**src/rtl/mem_stage.sv**
```systemverilog
// Memory stage: word-addressed data memory behind a two-state load FSM.
// Loads take two edges (stall upstream one cycle), everything else takes one.
// Misaligned accesses and read+write requests are faulted and pulse err_o.
module mem_stage #(
  parameter int ADDR_W = 6
) (
  input  logic        clk,
  input  logic        reset,
  input  logic        valid_i,
  input  logic        mem_read_i,
  input  logic        mem_write_i,
  input  logic [31:0] addr_i,
  input  logic [31:0] wdata_i,
  input  logic [4:0]  reg_dest_i,
  input  logic        reg_write_i,
  input  logic        mem_to_reg_i,
  output logic        stall_o,
  output logic        valid_o,
  output logic [31:0] read_data_o,
  output logic [31:0] alu_result_o,
  output logic [4:0]  reg_dest_o,
  output logic        reg_write_o,
  output logic        mem_to_reg_o,
  output logic        err_o
);

  typedef enum logic {IDLE, RD_WAIT} state_t;

  // Pending load captured at acceptance; drives the outputs at completion.
  typedef struct packed {
    logic [ADDR_W-1:0] idx;
    logic [31:0]       addr;
    logic [4:0]        dest;
    logic              rw;
    logic              m2r;
  } ld_t;

  state_t            state;
  ld_t               ld;
  logic [31:0]       mem [2**ADDR_W];
  logic [ADDR_W-1:0] idx;
  logic              fault;
  logic              load_ok;
  logic              store_ok;

  // Upper address bits are dropped, so the memory aliases modulo its size.
  assign idx      = addr_i[ADDR_W+1:2];
  assign fault    = ((mem_read_i | mem_write_i) & (addr_i[1:0] != 2'b00)) |
                    (mem_read_i & mem_write_i);
  assign load_ok  = valid_i & mem_read_i & ~fault;
  assign store_ok = valid_i & mem_write_i & ~fault & (state == IDLE) & ~reset;
  assign stall_o  = ~reset & (state == IDLE) & load_ok;

  // Data memory: no reset, contents survive reset.
  always_ff @(posedge clk) begin
    if (store_ok) mem[idx] <= wdata_i;
  end

  // Load FSM and registered outputs; valid/err/reg_write default low each edge.
  always_ff @(posedge clk or posedge reset) begin
    if (reset) begin
      state        <= IDLE;
      ld           <= '0;
      valid_o      <= 1'b0;
      err_o        <= 1'b0;
      reg_write_o  <= 1'b0;
      mem_to_reg_o <= 1'b0;
      read_data_o  <= '0;
      alu_result_o <= '0;
      reg_dest_o   <= '0;
    end else begin
      valid_o     <= 1'b0;
      err_o       <= 1'b0;
      reg_write_o <= 1'b0;
      case (state)
        IDLE: begin
          if (valid_i) begin
            if (load_ok) begin
              ld    <= '{idx: idx, addr: addr_i, dest: reg_dest_i,
                         rw: reg_write_i, m2r: mem_to_reg_i};
              state <= RD_WAIT;
            end else begin
              valid_o      <= 1'b1;
              err_o        <= fault;
              reg_write_o  <= reg_write_i & ~fault;
              reg_dest_o   <= reg_dest_i;
              mem_to_reg_o <= mem_to_reg_i;
              alu_result_o <= addr_i;
              read_data_o  <= '0;
            end
          end
        end
        RD_WAIT: begin
          valid_o      <= 1'b1;
          read_data_o  <= mem[ld.idx];
          alu_result_o <= ld.addr;
          reg_dest_o   <= ld.dest;
          reg_write_o  <= ld.rw;
          mem_to_reg_o <= ld.m2r;
          state        <= IDLE;
        end
        default: state <= IDLE;
      endcase
    end
  end

endmodule

```
**config.mk**
```make
export PLATFORM = sky130hd
export DESIGN_NAME = mem_stage
export DESIGN_NICKNAME = d
export VERILOG_FILES = /design/src/rtl/mem_stage.sv
export SDC_FILE = /design/constraint.sdc
export NUM_CORES = 2
export LEC_CHECK = 0
export BUFFER_PORTS_ARGS = -buffer_cell sky130_fd_sc_hd__buf_2
export CELL_PAD_IN_SITES_DETAIL_PLACEMENT = 1
export CELL_PAD_IN_SITES_GLOBAL_PLACEMENT = 1
export CORE_MARGIN = 2
export CORE_UTILIZATION = 40
export DETAILED_ROUTE_END_ITERATION = 10
export HOLD_SLACK_MARGIN = 0.03
export PLACE_DENSITY_LB_ADDON = 0.05
export SETUP_SLACK_MARGIN = 0.2
export SLEW_MARGIN = 10
export SYNTH_ARGS = -nofsm -noshare
export SYNTH_HDL_FRONTEND = slang
export SYNTH_SLANG_ARGS = --single-unit
```
**constraint.sdc**
```tcl
create_clock -name clk -period 12.3 [get_ports clk]
set_input_delay 3.075 -clock clk [delete_from_list [all_inputs] [get_ports clk]]
set_output_delay 3.075 -clock clk [all_outputs]
set_load 0.05 [all_outputs]
```
# == Word-level counts from Yosys, hierarchy flattened ==
# Memories as Yosys holds them, arrays and structs flattened.
# Cells that the tools add are included.
# Widths: inputs -> output; s select.
# totals
in_bits,76
memories,1
ramBits,2048
elab_cells,61
out_inout_bits,74
regBits,119
# mem_list
name,depth,width,read_ports,rd_clocked_by_memory_dff,wr,line,text
mem,64,32,1,0,1,40,logic [31:0] mem [2**ADDR_W];
# op_classes
n_eq_ne,2
muxes,26
n_reduce_logical,3
bitwise,16
# op_table
op,n
$mux 32,4
$pmux 32 s2,2
$mux 1,13
$and 1x1->1,11
$mux 5,2
$pmux 5 s2,1
$pmux 1 s2,4
$ne 2x2->1 const B,2
$not 1->1,3
$reduce_and 3->1,1
$or 1x1->1,2
$reduce_and 2->1,1
$reduce_bool 2->1,1

# == Longest topological paths before layout ==
# depth
word_depth,9
ltp_mapped,10
mapped_depth_nobuf,5

# == Worst setup path after synthesis ==
# OpenSTA, ideal clock, no wires.
# synth_timing
kind,input to output
startpoint,in addr_i[1]
endpoint,out stall_o
stages,3
slack_ps,4802
t_required_ps,9225
arrival_time_ps,4423
n_path_buf,0
cell_sequence,nor3_1 nand3_1 nor3_1
# synth_via
elab_chain_cells,6
# synth_lines
element,line,text
from (decl),12,"input logic [31:0] addr_i,"
$reduce_bool 2->1,48,assign fault = ((mem_read_i | mem_write_i) & (addr_i[1:0] != 2'b00)) |
$and 1x1->1,48,
$or 1x1->1,48,
$not 1->1,50,assign load_ok = valid_i & mem_read_i & ~fault;
$and 1x1->1,50,
$and 1x1->1,52,assign stall_o = ~reset & (state == IDLE) & load_ok;
to (decl),17,"output logic stall_o,"
# No other way between the ends.

# == Worst setup path after layout ==
# Same ends and word-level chain as after synthesis.

==> impl_summary.txt <==
----------------------------------------------------
[Status]
  Result of the run ... completed

[Clock network]
  Hold-fix buffer count after cts ... 0
  Clock root buffer ... clkbuf_16
  CTS H-tree depth ... 4
  Deepest clock path buffer count ... 3
  TritonCTS clock tree ... yes
  Post-CTS repair timing setup buffer count ... 0
  Clock buffers created by TritonCTS ... 228
  Number of clock sinks seen by CTS ... 2161
  Post-CTS clock slew at the launch and capture registers of the worst setup and hold paths ... 0.06 ns
  Source-to-sink clock delay at the later pin of the worst-skew pair ... 0.88 ns
  Number of gates resized after cts ... 0

[Worst setup path]
  Required time of the critical path ... 9.22 ns
  Launching element of the worst setup path ... addr_i[1]
  CP max-delay cell ... buf_2
  Worst Path Class, Setup ... in -> out
  Ordered list of cells on the worst path ... buf_2 > nor3_1 > nand3_1 > nor3_1 > buf_2
  Total buffers and inverters traversed by the critical path ... 2
  Reg2reg end ... read_data_o[28]
  Largest delay contributor family on the critical path ... simple AND/OR/NAND/NOR gates
  Number of cells on the worst reg-to-reg path ... 8
  Crit path capture type ... output pin
  Crit-path max cell delay ... 0.29 ns
  Startpoint of the most critical register-to-register path ... ld[41]
  Critical path arrival ... 4.11 ns
  Nature of the critical path startpoint ... primary input
  Worst-path maximum fanout ... 5
  Reg-to-reg slack, setup ... 7.26 ns

[Global routing]
  Number of global-route vias before repair ... 42000
  Global-route wire length before repair ... 347 mm
  Largest net degree at the start of global routing ... 105
  Total global routing overflow ... 0
  Number of antenna violations at the first check in global routing ... 20
  Total GRT Usage ... 0.239

[Synth]
  Synth Net Count ... 3746
  Synthesized instance count ... 3670
  Number of library cell types mapped by synthesis ... 53
  Post-Synthesis Cell Area ... 82600 um^2
  Average cell area after synthesis ... 22.5 um^2
  Synth top cells by count ... edfxtp_1 (2048), mux4_2 (528), mux2i_1 (157), nand2_1 (132), dfrtp_1 (113)
  Synthesis Warnings ... 0
  Multiplexer share of the synthesized area ... 0.172
  Compound-Gate Fraction of Synth Area ... 0.0205
  Cell type with the largest total area after synthesis ... edfxtp_1
  Library cell with the highest instance count after synthesis ... edfxtp_1
  Synthesized-area fraction occupied by adder cells ... 0
  Number of register bits inferred by synthesis ... 2161
  Share of Yosys cell area claimed by the top area cell type ... 0.745
  Top cells by area, synth ... edfxtp_1 (74%), mux4_2 (14%), dfrtp_1 (3.4%)
  Simple-Gate Fraction of Synth Area ... 0.0164
  Number of synthesized flops with an enable pin ... 2048
  Sequential-to-total area share from yosys stat ... 0.779
  Combinational family with the most area after synthesis ... multiplexers
  Async S/R FF share, synth ... 0.0523
  Xor/xnor cell area share of the yosys netlist ... 0
  Top_reg_cell synth ... edfxtp_1

[STA]
  Final Max Tran Viols ... 0
  Total setup violations reported at the end of the flow ... 0
  Final cycle utilization of the critical path ... 0.584
  Worst Slack Setup Final ... 5.12 ns
  Highest clock rate ... 139 MHz
  Unrepaired setup endpoints after global routing ... no
  Headroom to the max-slew limit ... 0.161
  Final number of hold-violating endpoints ... 0
  Slew at the pin with the worst max-slew slack ... 1.26 ns
  Worst hold margin ... 0.479 ns
  Worst clock skew ... 0.0414 ns
  Total Negative Setup Slacks ... 0 ns
  Post-layout minimum cycle time ... 7.18 ns

[Detailed routing]
  Post-route DRC ... 0
  Wire length per cell ... 36.6 um
  Number of iterations in the first detailed-routing pass ... 5
  Number of routed nets with antenna violations ... 0
  Via count ... 39800
  Detailed-route vias per instance ... 5.82
  Initial drt markers ... 4730
  Wire length reported by the detailed router ... 250 mm

[Power and ir drop]
  Max VDD drop ... 0.157 mV
  PD cells ... 187 nW/um^2
  Leakage component of the power ... 29.7 nW

[Hold path]
  Hold Path Class ... reg -> reg
  Worst hold path stage count ... 2
  Worst Hold Launch ... alu_result_o[31]
  Hold EP ... alu_result_o[31]

[Floorplanning]
  Starting density of the core ... 0.403
  Row count ... 166
  Die width ... 458 um
  Count of pins on the block boundary ... 150
  Area inside the core boundary ... 205000 um^2
  Die span in y ... 458 um
  Die Outline Area ... 210000 um^2

[Place]
  Pre-CTS setup slack ... 5.12 ns
  Number of I/O port buffers ... 149
  Routability-driven placement congestion ratio ... 0.820
  HPWL Detailed ... 148 mm

[Finish]
  Count of nets after finishing ... 4020
  Proportion of layout cells with a drive suffix above 1 ... 0.301
  Synth-to-Final Area Change ... 14.4%

[Flow run]
  Max-cap violations ... 0

----------------------------------------------------
## worst register-to-register path, delay by kind of cell (launching register included)
family,cells,cell delay [ns]
AOI/OAI and AO/OA,4,1.40
muxes,1,0.42
DFF,1,0.86
buffers and inverters,3,2.26
## state kept, by name, summed over array words and instances (netlist names)
signal	count
state	1
mem_to_reg_o	1
alu_result_o	32
read_data_o	32
valid_o	1
reg_write_o	1
ld	39
err_o	1
mem	2048
reg_dest_o	5
## per-layer routing
layer / up-vias / track usage / share of wire
li1: 16100 / - / -
met1: 22100 / 0.335 / 0.42
met2: 1256 / 0.391 / 0.49
met3: 299 / 0.0347 / 0.056
met4: 4 / 0.0696 / 0.029
met5: - / 0 / 0.00012
## stage by stage
stage / std cells / util / cell area (um^2) / total power, mW
floorplan: 3670 / - / 82600 / 9.95
global placement: 6396 / 0.425 / 87100 / 11.1
detailed placement: 6396 / 0.425 / 87100 / 11.1
CTS: 6814 / 0.460 / 94400 / 17.9
global route: 6821 / 0.461 / 94500 / 18.2
finish: 6826 / 0.461 / 94500 / 17.7
## layout by cell type, fill, tap and decap left out, drive strengths merged, types with 10 or more instances in the layout
cell	count
dfrtp	113
o21ai	51
o22ai	17
edfxtp	2048
nand2b	12
o211ai	16
inv	12
mux2	65
nor2b	17
mux2i	157
mux4	528
clkbuf	272
nand2	132
a21oi	40
nor2	85
a22o	10
nand3	30
buf	245
a22oi	55
a221oi	22
clkinv	107
bufinv	25
## worst max path at each step
stage	to	slack [ns]	cells past startpoint
2_1_floorplan	stall_o	4.80	3
3_3_place_gp	stall_o	4.95	5
3_5_place_dp	stall_o	5.12	5
4_1_cts	stall_o	5.11	5
5_1_grt	stall_o	5.06	5
6_report	stall_o	5.12	5
## report_power, final
group | internal [mW] | switching [mW] | total (mW)
clock | 3.94 | 2.88 | 6.82
sequential | 8.11 | 0.116 | 8.22
combinational | 1.02 | 1.63 | 2.65
total | 13.1 | 4.62 | 17.7
## cell type report
| class | count | area [um^2] |
|---|---|---|
| antenna | 6 | 15.0 |
| tap | 2688 | 3360 |
| multi-input combinational | 1305 | 17800 |
| clock inverter | 146 | 1370 |
| inverter | 3 | 16.3 |
| timing repair buffer | 245 | 1700 |
| sequential | 2161 | 64300 |
| clock buffer | 272 | 5930 |
| fill | 18200 | 110000 |
## kinds of logic (layout without fill, tap and decap cells)
kind of cell    count (synthesis)  count (layout)
simple gates                  307             307
flops                        2161            2161
compound gates                248             248
buf+inv                       204             666
other cells                     0               6
mux                           750             750
Note: power is estimated with default switching activity, not from simulation.
